==> src/rtl/shift_sequencer_if.sv <==
// rtl/shift_sequencer_if.sv - job request, shifter handshake and completion signals of shift_sequencer
interface shift_sequencer_if #(
  parameter int n = 4,
  parameter int m = 3
) ();
  logic         start;
  logic [n-1:0] operand;
  logic [m-1:0] amount;
  logic         shift_en;
  logic [n-1:0] shift_in;
  logic [n-1:0] shift_out;
  logic         busy;
  logic         done;
  logic [n-1:0] result;

  // Requester side: issues jobs, hosts the single-step shifter, consumes status.
  modport master (
    output start, operand, amount, shift_out,
    input  shift_en, shift_in, busy, done, result
  );

  // Sequencer side.
  modport slave (
    input  start, operand, amount, shift_out,
    output shift_en, shift_in, busy, done, result
  );
endinterface

==> src/rtl/shift_sequencer.sv <==
// rtl/shift_sequencer.sv - multi-step left shift sequencer driving an external one-bit shifter (option: SHIFT_SEQ_FASTZERO_EN)
module shift_sequencer #(
  parameter int n = 4,
  parameter int m = 3
) (
  input logic              clock,
  input logic              reset_n,
  shift_sequencer_if.slave bus
);

  localparam logic [1:0] IDLE  = 2'd0;
  localparam logic [1:0] SHIFT = 2'd1;
  localparam logic [1:0] WAIT  = 2'd2;
  localparam logic [1:0] DONE  = 2'd3;

  logic [1:0]   r_state;
  logic [1:0]   w_next;
  logic [n-1:0] r_work;
  logic [n-1:0] r_result;
  logic [m-1:0] r_count;
  logic         w_accept;
  logic         w_fast;

  assign w_accept = (r_state == IDLE) && bus.start;

`ifdef SHIFT_SEQ_FASTZERO_EN
  // An amount of n or more shifts everything out, so the answer is known at accept time.
  localparam logic [31:0] N32 = n;
  assign w_fast = ({{(32-m){1'b0}}, bus.amount} >= N32);
`else
  assign w_fast = 1'b0;
`endif

  // Next-state decode; start is only looked at in IDLE, so requests while busy are dropped.
  always_comb begin
    w_next = r_state;
    case (r_state)
      IDLE:    if (bus.start) w_next = (w_fast || bus.amount == '0) ? DONE : SHIFT;
      SHIFT:   w_next = WAIT;
      WAIT:    w_next = (r_count == m'(1)) ? DONE : SHIFT;
      DONE:    w_next = IDLE;
      default: w_next = IDLE;
    endcase
  end

  // State register; asynchronous reset abandons any job in flight.
  always_ff @(posedge clock or negedge reset_n) begin
    if (!reset_n) r_state <= IDLE;
    else          r_state <= w_next;
  end

  // Work/counter/result datapath: load on accept, take shifter output in WAIT, publish in DONE.
  always_ff @(posedge clock or negedge reset_n) begin
    if (!reset_n) begin
      r_work   <= '0;
      r_count  <= '0;
      r_result <= '0;
    end else begin
      if (w_accept) begin
        r_work  <= w_fast ? '0 : bus.operand;
        r_count <= bus.amount;
      end
      if (r_state == WAIT) begin
        r_work  <= bus.shift_out;
        r_count <= r_count - m'(1);
      end
      if (r_state == DONE) r_result <= r_work;
    end
  end

  assign bus.shift_en = (r_state == SHIFT);
  assign bus.shift_in = r_work;
  assign bus.busy     = (r_state != IDLE);
  assign bus.done     = (r_state == DONE);
  assign bus.result   = r_result;

endmodule

==> src/flat_wrapper.sv <==
// flat-port wrapper written by rule: the top's interface ports become plain ports
module shift_sequencer_flat 
#(
  parameter int n = 4,
  parameter int m = 3
)
  (clock, reset_n, bus_start, bus_operand, bus_amount, bus_shift_out, bus_shift_en, bus_shift_in, bus_busy, bus_done, bus_result);
  shift_sequencer_if #(.n(n), .m(m)) bus_i ();
  input logic clock;
  input logic reset_n;
  input wire logic [$bits(bus_i.start)-1:0] bus_start;
  input wire logic [$bits(bus_i.operand)-1:0] bus_operand;
  input wire logic [$bits(bus_i.amount)-1:0] bus_amount;
  input wire logic [$bits(bus_i.shift_out)-1:0] bus_shift_out;
  output wire logic [$bits(bus_i.shift_en)-1:0] bus_shift_en;
  output wire logic [$bits(bus_i.shift_in)-1:0] bus_shift_in;
  output wire logic [$bits(bus_i.busy)-1:0] bus_busy;
  output wire logic [$bits(bus_i.done)-1:0] bus_done;
  output wire logic [$bits(bus_i.result)-1:0] bus_result;
  assign bus_i.start = bus_start;
  assign bus_i.operand = bus_operand;
  assign bus_i.amount = bus_amount;
  assign bus_i.shift_out = bus_shift_out;
  assign bus_shift_en = bus_i.shift_en;
  assign bus_shift_in = bus_i.shift_in;
  assign bus_busy = bus_i.busy;
  assign bus_done = bus_i.done;
  assign bus_result = bus_i.result;
  shift_sequencer #(.n(n), .m(m)) u_core (.clock(clock), .reset_n(reset_n), .bus(bus_i));
endmodule
==> config.mk <==
export PLATFORM = sky130hd
export DESIGN_NAME = shift_sequencer_flat
export DESIGN_NICKNAME = d
export VERILOG_FILES = /design/src/rtl/shift_sequencer_if.sv /design/src/rtl/shift_sequencer.sv /design/src/flat_wrapper.sv
export SDC_FILE = /design/constraint.sdc
export NUM_CORES = 1
export LEC_CHECK = 0
export ABC_AREA = 1
export CAP_MARGIN = 10
export CELL_PAD_IN_SITES_DETAIL_PLACEMENT = 1
export CELL_PAD_IN_SITES_GLOBAL_PLACEMENT = 2
export CORE_MARGIN = 2
export CORE_UTILIZATION = 25
export CTS_CLUSTER_DIAMETER = 200
export DETAILED_ROUTE_END_ITERATION = 8
export PLACE_DENSITY_LB_ADDON = 0.1
export SLEW_MARGIN = 0
export SYNTH_ARGS = -nofsm -noshare
export SYNTH_HDL_FRONTEND = slang
export SYNTH_SLANG_ARGS = --single-unit
==> constraint.sdc <==
create_clock -name clock -period 1.9 [get_ports clock]
set_input_delay 0.57 -clock clock [delete_from_list [all_inputs] [get_ports clock]]
set_output_delay 0.57 -clock clock [all_outputs]
set_load 0.01 [all_outputs]
==> impl_results.md <==
- CTS tree: yes
- Max frequency: 553.4 MHz
- Worst reg-to-reg path cell count: 6
- Clock Path Buffers: 2
- Largest family of logic cells by synthesized area: simple AND/OR/NAND/NOR gates
- PortBufs: 24
- Ports: 25
- Total gr overflow: 0
- Post-Synth Adder-Cell Area: 3.738%
- Hold crit path type: flip-flop to flip-flop
- DR vias: 631
- Worst setup SP type: flip-flop
- Yosys Warn Count: 0
- Avg WL per Cell: 11.18 um
- Mapped Cells: 83
- Number of synthesized register bits: 13
- RePlAce Congestion: slightly above 0.7
- Pre-antenna DRT Iters: 3
- Top cell type's share of synthesized area: 48.60%
- Placed Cells: 141
- Fin util: between 40% and 50%
- XOR/XNOR Fraction of Synth Area: approximately 1.3%
- Synth top area cells: dfrtp_1 49%, nand2_1 17%, nor2_1 5.0%
- RSZ-0062 raised after global routing: false
- Clock skew: 0.004138 ns
- Vias in the first global route: 679
- Overall Global Routing Usage: 12.48%
- Max Cap Viol: 0
- Post-layout minimum cycle time: about 1.8 ns
- R2r startpoint: u_core.r_state[0]$_DFFE_PN0P_
- Mapped Area: 669.4 um2
- Leak: 0.5146 nW
- Filler instances: 326
- Commonest cells after routing, fill and taps aside: 30 x nand2_1, 21 x clkdlybuf4s50_1, 12 x dfrtp_1, 9 x nor2_1, 7 x inv_1
- FF-to-FF setup slack: ~0.78 ns
- Critical path arrival: 1.24 ns
- Floorplan row count: 18
- Fin cells: 147
- Seq/Total Area, Yosys: between 40% and 50%
- Fin. max-slew vios: 0
- Area Growth Syn to Fin: 51.78%
- Initial core utilization: about 27%
- Worst reg2reg path endpoint: u_core.r_state[1]$_DFFE_PN0P_
- Die H: between 50 and 60 um
- Compound-Gate Fraction of Synth Area: 5.981%
- Die area: 0.003108 mm2
- Crit path to: bus_shift_en
- Final ANT Viol Nets: 0
- Cell type with the largest total area after synthesis: dfrtp_1
- First-pass GRT wire length: 2980 um
- # setup viols final: 0
- Clock Latency Late Sink: 0.27 ns
- CP Class: flip-flop to output port
- Initial antenna violation count: 0
- Post-route DRC violation count: 0
- Final wirelength: 1643 um
- Most common cell after layout, fill and taps aside: nand2_1
- Worst Setup SP: u_core.r_state[0]$_DFFE_PN0P_
- Worst-Margin Slew: 0.2144 ns
- Detailed placer's ending HPWL: 1318 um
- Worst slew margin: between 80% and 90%
- Hold_buf cts: 0
- Post-route clock period utilization: between 90 and 100%
- Clock sinks: 13
- Post-synth cell types: 17
- Cell Pwr Density: about 1500 mW/mm2
- Num CTS Buffers: 3
- Root buffer selected by CTS: clkbuf_4
- Worst-path fanout max: 3
- Core area: roughly 0.0025 mm2
- Layout cells sized above 1: about 16%
- Fin Setup TNS: 0 ns
- Fin. Hold Viols: 0
- DIE WIDTH: 55.75 um
- Worst VDD drop: 0.7516 mV
- Largest net degree at the start of global routing: 14
- Htree depth: 1
- Clk slew on worst S/H paths: 0.08 ns
- Syn nets: 99
- Status: finished clean
- CP endpoint kind: output port
- Worst EP required: approximately 1.3 ns
- Detailed Route Iter0 Violations: 2
- Post-Synth Simple-Gate Area: approximately a third
- Avg Inst Size Synth: 8.065 um2
- Net count, final: 134
- Antenna cell count: 0
- Mux contribution to synthesized area: 0%
- DR vias/cell: ~4.3
==> synth_stat cells, drive strengths merged <==
library cell and n:
o21ai 5, ha 2, nand2 34, dfrtp 13
xor2 1, nand4 2, inv 10, a21oi 3
nor2 10, nand3 3
==> power breakdown <==
| group | switching [W] | total [W] | internal [W] | leakage, nW |
|---|---|---|---|---|
| Combinational | 0.000442 | 0.000854 | 0.000412 | 0.342 |
| Clock | 0.0000891 | 0.000170 | 0.0000813 | 0.0150 |
| Sequential | 0.0000927 | 0.000508 | 0.000416 | 0.158 |
| Total | 0.000624 | 0.00153 | 0.000909 | 0.515 |
==> flip-flops by register name, summed over array words and instances, names as in the netlist <==
signal               flops
u_core.r_count           3
u_core.r_state           2
u_core.bus.result        4
u_core.bus.shift_in      4
==> timing repair <==
action / 4_1_cts / 5_1_grt
resized for setup: 4 / 0
endpoints found under the setup margin: 3 / 0
setup buffers: 2 / 0
==> critical path: stages, from the launching register on <==
cell	delay (ns)
dfrtp_2	0.43
buf_4	0.15
nand2_1	0.08
inv_1	0.04
dlygate4sd2_1	0.27
==> metrics by stage <==
| stage | setup slack [ns] | area, um2 | hold slack, ns | total power (W) |
|---|---|---|---|---|
| 6_report | 0.09301 | 1016 | 0.4821 | 0.001533 |
| 5_1_grt | 0.03320 | 1016 | 0.5044 | 0.001691 |
| 4_1_cts | 0.07536 | 1016 | 0.4883 | 0.001572 |
| 3_5_place_dp | 0.1267 | 977.2 | 0.4657 | 0.001384 |
| 3_3_place_gp | 0.1554 | 977.2 | 0.4619 | 0.001367 |
| 2_1_floorplan | 0.6341 | 669.4 | 0.2744 | 0.0009737 |
==> cells by family (layout without fill, tap and decap cells) <==
family                   after synthesis  in the layout
XOR/XNOR                               1              1
AO/OA/AOI/OAI                          8              8
AND/OR/NAND/NOR                       49             49
buffers and inverters                 10             44
flip-flops                            13             13
adder cells (fa/ha/maj)                2              2
==> how the worst min path moves through the flow <==
stage	depth (start not counted)	start	endpoint
global route	2	u_core.bus.result[1]$_DFFE_PN0P_	u_core.bus.result[1]$_DFFE_PN0P_
detailed placement	2	u_core.bus.result[1]$_DFFE_PN0P_	u_core.bus.result[1]$_DFFE_PN0P_
CTS	2	u_core.bus.result[1]$_DFFE_PN0P_	u_core.bus.result[1]$_DFFE_PN0P_
global placement	2	u_core.bus.result[0]$_DFFE_PN0P_	u_core.bus.result[0]$_DFFE_PN0P_
finish	2	u_core.bus.result[3]$_DFFE_PN0P_	u_core.bus.result[3]$_DFFE_PN0P_
floorplan	0	reset_n	u_core.bus.result[0]$_DFFE_PN0P_
==> cell type report <==
class,instances,area [um2],share of cell area (%)
sequential,13,326.6,32.14
clock buffer,4,26.28,2.586
timing repair buffer,30,281.5,27.71
inverter,10,40.04,3.941
multi-input combinational,60,304.0,29.93
tap,30,37.54,3.695
==> metal layers <==
metal | vias to the layer above | global-route usage, % | wire length [um]
met5 | - | 0 | 0
met4 | 0 | 3.136 | 10
met3 | 2 | 5.814 | 109
met2 | 18 | 19.22 | 741
met1 | 284 | 15.80 | 782
li1 | 327 | - | -
Power figures use the tool's default switching activity.
